## config.mk

```make
export PLATFORM = sky130hd
export DESIGN_NAME = decade_counter_flat
export DESIGN_NICKNAME = d
export VERILOG_FILES = /design/src/rtl/decade_counter_pkg.sv /design/src/rtl/decade_counter_if.sv /design/src/rtl/decade_counter.sv /design/src/flat_wrapper.sv
export SDC_FILE = /design/constraint.sdc
export NUM_CORES = 1
export LEC_CHECK = 0
export CAP_MARGIN = 20
export CELL_PAD_IN_SITES_DETAIL_PLACEMENT = 0
export CELL_PAD_IN_SITES_GLOBAL_PLACEMENT = 1
export CORE_UTILIZATION = 31
export CTS_CLUSTER_DIAMETER = 100
export DETAILED_ROUTE_END_ITERATION = 8
export PLACE_DENSITY = 0.8
export SLEW_MARGIN = 20
export SYNTH_ARGS = -nofsm -noshare
export SYNTH_HDL_FRONTEND = slang
export SYNTH_SLANG_ARGS = --single-unit
```

## constraint.sdc

```tcl
create_clock -name clock -period 3.6 [get_ports clock]
set_input_delay 0.54 -clock clock [delete_from_list [all_inputs] [get_ports clock]]
set_output_delay 0.54 -clock clock [all_outputs]
set_load 0.01 [all_outputs]
```

## src/rtl/decade_counter_pkg.sv

```systemverilog
// Shared constants and next-state helper for BCD digit counters.
// next_count wraps in both directions and recovers illegal states to 0.
package decade_counter_pkg;

  localparam int unsigned DEC_MODULUS = 10;
  localparam int unsigned DEC_WIDTH   = 4;

  function automatic int unsigned next_count(
    input int unsigned count,
    input logic        up,
    input int unsigned modulus
  );
    if (count >= modulus) return 0;
    if (up) return (count == modulus - 1) ? 0 : count + 1;
    return (count == 0) ? modulus - 1 : count - 1;
  endfunction

endpackage

```

## src/rtl/decade_counter_if.sv

```systemverilog
// Control/status bundle of one counter digit.
// master: drives en/up/clear/load/load_value; slave: drives count/tc.
interface decade_counter_if
  import decade_counter_pkg::*;
#(
  parameter int unsigned WIDTH = DEC_WIDTH
);

  logic             en;
  logic             up;
  logic             clear;
  logic             load;
  logic [WIDTH-1:0] load_value;
  logic [WIDTH-1:0] count;
  logic             tc;

  modport master (
    output en, up, clear, load, load_value,
    input  count, tc
  );

  modport slave (
    input  en, up, clear, load, load_value,
    output count, tc
  );

endinterface

```

## src/rtl/decade_counter.sv

```systemverilog
// Modulo-MODULUS up/down counter: clear > load > en > hold.
// Ports: clock, reset_n (async, active low), cnt (slave bundle).
module decade_counter
  import decade_counter_pkg::*;
#(
  parameter int unsigned MODULUS = DEC_MODULUS,
  parameter int unsigned WIDTH   = DEC_WIDTH
) (
  input  logic              clock,
  input  logic              reset_n,
  decade_counter_if.slave   cnt
);

  logic [WIDTH-1:0] count_q;
  logic [WIDTH-1:0] count_d;
  logic             at_max;
  logic             at_zero;

  assign at_max  = (count_q == WIDTH'(MODULUS - 1));
  assign at_zero = (count_q == '0);

  always_comb begin
    count_d = count_q;
    priority case (1'b1)
      cnt.clear: count_d = '0;
      // out-of-range load values are never stored
      cnt.load: count_d = (32'(cnt.load_value) >= MODULUS)
                          ? '0 : cnt.load_value;
      cnt.en: count_d = WIDTH'(next_count(32'(count_q),
                                          cnt.up, MODULUS));
      default: ;
    endcase
  end

  always_ff @(posedge clock or negedge reset_n) begin
    if (!reset_n) count_q <= '0;
    else          count_q <= count_d;
  end

  assign cnt.count = count_q;
  // illegal states match neither compare, so tc stays low there
  assign cnt.tc    = cnt.en & ((cnt.up & at_max) |
                               (~cnt.up & at_zero));

endmodule

```

## src/flat_wrapper.sv

```systemverilog
// flat-port wrapper written by rule: the top's interface ports become plain ports
module decade_counter_flat import decade_counter_pkg::*;
#(
  parameter int unsigned MODULUS = DEC_MODULUS,
  parameter int unsigned WIDTH   = DEC_WIDTH
)
  (clock, reset_n, cnt_en, cnt_up, cnt_clear, cnt_load, cnt_load_value, cnt_count, cnt_tc);
  decade_counter_if #(.WIDTH(WIDTH)) cnt_i ();
  input  logic clock;
  input  logic reset_n;
  input wire logic [$bits(cnt_i.en)-1:0] cnt_en;
  input wire logic [$bits(cnt_i.up)-1:0] cnt_up;
  input wire logic [$bits(cnt_i.clear)-1:0] cnt_clear;
  input wire logic [$bits(cnt_i.load)-1:0] cnt_load;
  input wire logic [$bits(cnt_i.load_value)-1:0] cnt_load_value;
  output wire logic [$bits(cnt_i.count)-1:0] cnt_count;
  output wire logic [$bits(cnt_i.tc)-1:0] cnt_tc;
  assign cnt_i.en = cnt_en;
  assign cnt_i.up = cnt_up;
  assign cnt_i.clear = cnt_clear;
  assign cnt_i.load = cnt_load;
  assign cnt_i.load_value = cnt_load_value;
  assign cnt_count = cnt_i.count;
  assign cnt_tc = cnt_i.tc;
  decade_counter #(.MODULUS(MODULUS), .WIDTH(WIDTH)) u_core (.clock(clock), .reset_n(reset_n), .cnt(cnt_i));
endmodule
```

## Word-level counts from Yosys, hierarchy flattened

Cells that the tools add are included.

- $add $sub $neg: 2
- $lt $le $gt $ge: 2
- Eq/ne operators: 1
- Mux-type cells: 18
- Bitwise gates (word level): 5
- Reductions and logical operators: 2

Operator list:

| kind | number |
|---|---|
| 4-bit two-way mux | 9 |
| 1-bit two-way mux | 9 |
| 4-bit >= comparator, second input constant | 2 |
| 4-bit by 1-bit adder with 4-bit output, second input constant | 1 |
| 4-bit equality test, second input constant | 1 |
| 4-bit logical NOT | 1 |
| 4-bit by 1-bit subtractor with 4-bit output, second input constant | 1 |
| 1-bit AND | 3 |
| 3-bit nonzero test | 1 |
| 1-bit inverter | 1 |
| 1-bit OR | 1 |

- Register bits: 4

## Longest topological paths before layout

Gate-level depths: netlist (run 1).

- Word-level depth: 14
- Gate-level depth with buffers: 5
- Mapped depth without buffers: 4

## Least setup slack after synthesis (run 1)

OpenSTA, ideal clock, no wires.

- Kind: input-to-output
- Start point: input port cnt_up
- End point: output port cnt_tc
- Data arrival time: 1.686 ns
- Data required time: 3.060 ns
- Path slack: 1.374 ns
- Stages on the path: 3
- Buffers on the path: 1
- Cells stage by stage: buf_2 -> or3_1 -> a2111oi_0

- Cells in the longest elaborated chain, start to end: 4
- Elaborated cells on any way between the ends: 5

RTL lines:

| what | line | source |
|---|---|---|
| start: declaration | flat_wrapper.sv:12 | `input wire logic [$bits(cnt_i.up)-1:0] cnt_up;` |
| 1-bit inverter | decade_counter.sv:43 | `(~cnt.up & at_zero));` |
| 1-bit AND | decade_counter.sv:43 |  |
| 1-bit OR (*) | decade_counter.sv:42 | `assign cnt.tc = cnt.en & ((cnt.up & at_max) \|` |
| 1-bit AND (*) | decade_counter.sv:42 |  |
| end: declaration | flat_wrapper.sv:17 | `output wire logic [$bits(cnt_i.tc)-1:0] cnt_tc;` |

Every way passes the cells marked *; elsewhere a longest branch is shown, timed or not.

## Final worst setup path (run 1)

Same ends and word-level chain as after synthesis.

==> results.toml, run 1 <==
[sta]
fmax_mhz = 348
rsz0062_at_grt = "no"
tns_ns = 0
max_slew_margin_pct = 72.2
report.final.hold_viol_count = 0
setup_ws_ns = 0.730
setup_viol = 0
fin_hold_ws_ns = 0.499
post-route-period-util_pct = 79.7
clock_skew_ns = 0.00840
final_max_slew_viol_count = 0
worst_pin_slew_ns = 0.407
fin_crit_ns = 2.87

[synthesis]
synthXorXnorAreaFrac_pct = 4.28
synthArstFlopShare_pct = 100
synth_top_area_cell = "dfrtp_1"
synth_top_area_share_pct = 24.5
syn_nets = 63
synth-compound-area-share_pct = 22.6
synthCells = 53
synthMuxAreaShare_pct = 0
synth_top_family_by_area = "simple AND/OR/NAND/NOR gates"
ys_types = 29
yosys_warnings = 0
syn_area_per_cell_sq_um = 7.72
synth-main-ff-cell = "dfrtp_1"
ys_seq_area_share_pct = 24.5
synth_adder_area_share_pct = 0
ys_top_cells_by_area = "dfrtp_1 (24%), o21ai_0 (7.3%), nand3b_1 (5.5%), a21oi_1 (4.9%), buf_2 (4.9%)"
ys_seq_elements = 4
synthesis.area_sq_um = 409
synth_edf_count = 0
synth-simple-area-share_pct = 38.2

[detailed_routing]
wl_per_cell_um = 11.8
drc_errors = 0
drt.antenna.violating_nets = 0
drt_wl_total_um = 932
dr.pass1.iters = 3
first_iter_violations = 12
via_per_inst = 5.44
vias = 430

[floorplanning]
dieArea_sq_um = 1470
start_util_pct = 34.9
io_pins = 15
row_count = 12
die_height_um = 38.3
design.core.area_sq_um = 1170
die_x_um = 38.3

[layout]
fin_nets = 77
multi_input_area_sq_um = 267
final-seq-area_sq_um = 100
area_delta_synth_final_pct = 36.4
num-fill-cells = 130
largest_reg_flops = 4
layout-drive-gt1-share_pct = 6.15
antenna_cells = 0

[placement]
place_ws_ns = 0.728
port_buffers = 14
dp_hpwl_um = 644
place_congestion = 0.732

[clock_tree]
clk_latency_ns = 0.23
htreeDepth = 1
clk_pin_slew_worst_paths_ns = 0.04
cts_setup_buffers = 0
ctsLongestPathBuffers = 2
numCtsBuffers = 3
cts.sinks = 4
holdBufCountCts = 0
post_cts_resized = 0
cts_tree = "built"
cts_root_buf = "clkbuf_4"

[pwr]
power.leakage_nw = 0.206
power.density_nw_per_um2 = 279
max-vdd-ir-drop_v = 0.000200

[grt]
grtUsageTotal_pct = 15.4
grt_pass1_wl_um = 1520
grt_pass1_vias = 346
grt.overflow.total = 0
grt_max_degree = 15
antenna_found_initial = 0

[run_status]
status = "finished, final reports clean"

[critical_path]
crit_path_end_kind = "primary output"
crit_type = "input port to primary output"
critical_path_required_ns = 3.06
critPathMaxFanout = 2
cp-start-kind = "input port"
arrival_ns = 2.33

[flow_run]
maxCapViolCount = 0

[worst_hold_path]
min-delay-path-class = "input port to asynchronous set/reset pin"
-- power breakdown --
group / switching (mW) / total, mW / internal (mW) / leakage (nW)
Sequential: 0.00855 / 0.0565 / 0.0480 / 0.0534
Clock: 0.0174 / 0.0545 / 0.0372 / 0.0138
Combinational: 0.0178 / 0.0447 / 0.0269 / 0.139
Total: 0.0437 / 0.156 / 0.112 / 0.206
-- cells in the final DEF (no fill, tap or decap), drive strengths merged, types with 3 or more instances in the layout --
cell type and n:
clkdlybuf4s50 14, dfrtp 4, nor2 4, clkbuf 3
nand3b 3, a21oi 4, nor3 4, nand3 3
o21ai 6
-- cells by family (layout without fill, tap and decap cells) --
group	Yosys count	after routing
simple gates	25	25
flops	4	4
xor+xnor	2	2
compound gates	15	15
buf+inv	7	19
-- per-layer routing --
metal / wire length (um) / track usage (%) / vias up
met4: 0 / 10.3 / 0
met1: 457 / 20.0 / 196
met5: 0 / 0 / -
li1: - / - / 227
met3: 11 / 1.74 / 0
met2: 463 / 23.7 / 7
-- synthesized netlist by cell type (3+ instances only) --
cell type	instances
nand3_1	3
a21oi_1	4
dfrtp_1	4
nor2_1	4
buf_2	4
o21ai_0	6
nor3_1	4
nand3b_1	3
-- worst paths after layout --
| path | start | to | slack [ns] | cells past startpoint |
|---|---|---|---|---|
| worst max-delay path | cnt_up | cnt_tc | 0.73 | 4 |
| worst min-delay path | reset_n | u_core.cnt.count[3]$_DFFE_PN0P_ | 0.50 | 1 |
| worst max register to register | u_core.cnt.count[3]$_DFFE_PN0P_ | u_core.cnt.count[3]$_DFFE_PN0P_ | 1.90 | 4 |
| worst min register to register | u_core.cnt.count[2]$_DFFE_PN0P_ | u_core.cnt.count[2]$_DFFE_PN0P_ | 0.79 | 2 |
| max in group asynchronous | reset_n | u_core.cnt.count[0]$_DFFE_PN0P_ | 2.94 | 1 |
| min in group clock | u_core.cnt.count[2]$_DFFE_PN0P_ | u_core.cnt.count[2]$_DFFE_PN0P_ | 0.79 | 2 |
-- layout make-up --
cell class	instances	share of cell area, %
tap	14	3.14
inverter	1	0.673
timing repair buffer	15	26.5
multi-input combinational	42	47.8
sequential	4	17.9
clock buffer	3	4.04
-- critical path, stage by stage --
cell and delay, ns:
clkdlybuf4s50_1 0.42, or3_1 0.31, a2111oi_0 0.45, clkdlybuf4s50_1 0.61
-- through the flow --
stage | instance area [sq um] | cells | total power [mW] | util [%]
final | 558 | 79 | 0.156 | 47.6
after global routing | 558 | 79 | 0.168 | 47.6
after CTS | 558 | 79 | 0.159 | 47.6
after detailed placement | 536 | 76 | 0.102 | 45.7
after global placement | 536 | 76 | 0.102 | 45.7
after floorplan | 409 | 53 | 0.0805 | -
Note: power is estimated with default switching activity, not from simulation.
==> inputs of run 2 (changes only) <==
--- a/config.mk
+++ b/config.mk
@@ -8,10 +8,10 @@
 export CAP_MARGIN = 20
 export CELL_PAD_IN_SITES_DETAIL_PLACEMENT = 0
 export CELL_PAD_IN_SITES_GLOBAL_PLACEMENT = 1
-export CORE_UTILIZATION = 31
+export CORE_UTILIZATION = 29
 export CTS_CLUSTER_DIAMETER = 100
 export DETAILED_ROUTE_END_ITERATION = 8
-export PLACE_DENSITY = 0.8
+export PLACE_DENSITY = 0.76
 export SLEW_MARGIN = 20
 export SYNTH_ARGS = -nofsm -noshare
 export SYNTH_HDL_FRONTEND = slang
==> constraint.sdc (replaced) <==
create_clock -name clock -period 2.66 [get_ports clock]
set_input_delay 0.399 -clock clock [delete_from_list [all_inputs] [get_ports clock]]
set_output_delay 0.399 -clock clock [all_outputs]
set_load 0.01 [all_outputs]
==> run 2 against run 1 <==
  * Critical path depth unchanged
  * Power up 38%
  * Utilization down 2.9 points
  * Count of clock-buffer cells in the layout unchanged
  * Design area up 4.3%
  * Die area up 6.5%
==> results.toml, run 2 (synthesized netlist as in run 1, its figures left out) <==
[layout]
fin_nets = 80
area_delta_synth_final_pct = 42.2
antenna_cells = 0
num-fill-cells = 141
largest_reg_flops = 4
final_common_cell = "clkdlybuf4s50_1"
layout-drive-gt1-share_pct = 10.3
mostFrequentLayoutCells = "clkdlybuf4s50_1 (14), o21ai_0 (6)"

[sta]
fin_crit_ns = 2.54
report.final.hold_viol_count = 0
max_slew_margin_pct = 75.9
rsz0062_at_grt = "no"
fmax_mhz = 393
fin_hold_ws_ns = 0.367
final_max_slew_viol_count = 0
clock_skew_ns = 0.00406
post-route-period-util_pct = 95.6
setup_viol = 0
worst_pin_slew_ns = 0.353
tns_ns = 0

[detailed_routing]
dr_wl_met2_um = 470
wl_per_cell_um = 11.7
first_iter_violations = 7
via_per_inst = 5.39
wl_met1_um = 469
met3WireLength_um = 28
top_layer = "met3"
drt_wl_total_um = 967
dr.pass1.iters = 4
vias = 447
drc_errors = 0
drt.antenna.violating_nets = 0

[clock_tree]
clk_pin_slew_worst_paths_ns = 0.04
ctsLongestPathBuffers = 2
cts_tree = "built"
holdBufCountCts = 0
cts.sinks = 4
cts_setup_buffers = 0
clk_latency_ns = 0.23
post_cts_resized = 0
numCtsBuffers = 3
htreeDepth = 1
cts_root_buf = "clkbuf_4"

[grt]
grt_pass1_vias = 344
grt_pass1_wl_um = 1500
grtUsageTotal_pct = 14.0
grt.overflow.total = 0
grt_max_degree = 15
antenna_found_initial = 0

[critical_path]
cp_slowest_stage_delay_ns = 0.61
crit_path_end_kind = "primary output"
worstRegToRegCells = 5
crit_cells = 4
arrival_ns = 2.14
cp-start-kind = "input port"
crit_chain = "clkdlybuf4s50_1 -> or3_1 -> a2111oi_0 -> clkdlybuf4s50_1"
critical_path_buf_inv_count = 2
critical_path_required_ns = 2.26
crit_type = "input port to primary output"
slowest_stage = "clkdlybuf4s50_1"
crit_family = "buffers and inverters"
critPathMostFrequentCell = "clkdlybuf4s50_1"
critPathMaxFanout = 2

[floorplanning]
die_x_um = 39.6
dieArea_sq_um = 1560
start_util_pct = 31.4
io_pins = 15
die_height_um = 39.6
row_count = 13
design.core.area_sq_um = 1300

[pwr]
seq_power_share_pct = 33.4
power.density_nw_per_um2 = 369
swShare_pct = 27.8
power.leakage_nw = 0.221
internal_power_mw = 0.155
max-vdd-ir-drop_v = 0.000192
switching_power_mw = 0.0596
share_comb_of_total_power_pct = 32.5
clkPwrFrac_pct = 34.1

[placement]
dp_hpwl_um = 710
place_congestion = 0.692
port_buffers = 14

[flow_run]
maxCapViolCount = 0

[worst_hold_path]
min-delay-path-class = "input port to asynchronous set/reset pin"

[run_status]
status = "finished, final reports clean"
==> run 2: cell types whose count changed in the layout (fill, tap and decap cells not counted) <==
cell   before  now
buf_4       1    4
==> run 2: path summary, 6_finish.rpt <==
path                                                         to  slack [ns]                            start
max in group asynchronous       u_core.cnt.count[1]$_DFFE_PN0P_        2.13                          reset_n
min in group clock              u_core.cnt.count[0]$_DFFE_PN0P_        0.75                cnt_load_value[0]
worst max register to register  u_core.cnt.count[3]$_DFFE_PN0P_        0.97  u_core.cnt.count[3]$_DFFE_PN0P_
worst min register to register  u_core.cnt.count[2]$_DFFE_PN0P_        0.77  u_core.cnt.count[2]$_DFFE_PN0P_
worst min-delay path            u_core.cnt.count[2]$_DFFE_PN0P_        0.37                          reset_n
worst max-delay path                                     cnt_tc        0.12                           cnt_up
==> run 2: metal layers <==
metal / GRT usage, % / vias to the layer above
li1: - / 230
met2: 20.5 / 16
met3: 1.70 / 0
met4: 5.17 / 0
met1: 20.6 / 201
met5: 0 / -
==> run 2: power by group through the flow <==
| stage | logic (mW) | registers [mW] | clock network, mW |
|---|---|---|---|
| after floorplan | 0.0382 | 0.0706 | 0 |
| after global placement | 0.0700 | 0.0726 | 0 |
| after detailed placement | 0.0699 | 0.0726 | 0 |
| after CTS | 0.0702 | 0.0717 | 0.0779 |
| after global routing | 0.0775 | 0.0728 | 0.0815 |
| final | 0.0699 | 0.0716 | 0.0732 |
==> run 2: metrics by stage <==
stage / setup WS (ns) / cell area, sq um / util [%] / total power, mW / instances
final: 0.117 / 582 / 44.7 / 0.215 / 83
after floorplan: 0.625 / 409 / - / 0.109 / 53
after global routing: 0.0582 / 582 / 44.7 / 0.232 / 83
after detailed placement: 0.0824 / 559 / 43.0 / 0.143 / 80
after CTS: 0.0824 / 582 / 44.7 / 0.220 / 83
after global placement: 0.0965 / 559 / 43.0 / 0.143 / 80
==> run 2: cell type report <==
cell class                 count  area, sq um  share of cell area [%]
multi-input combinational     42          267                    45.8
timing repair buffer          18          170                    29.2
sequential                     4          100                    17.2
clock buffer                   3         22.5                    3.87
tap                           15         18.8                    3.23
inverter                       1         3.75                   0.645
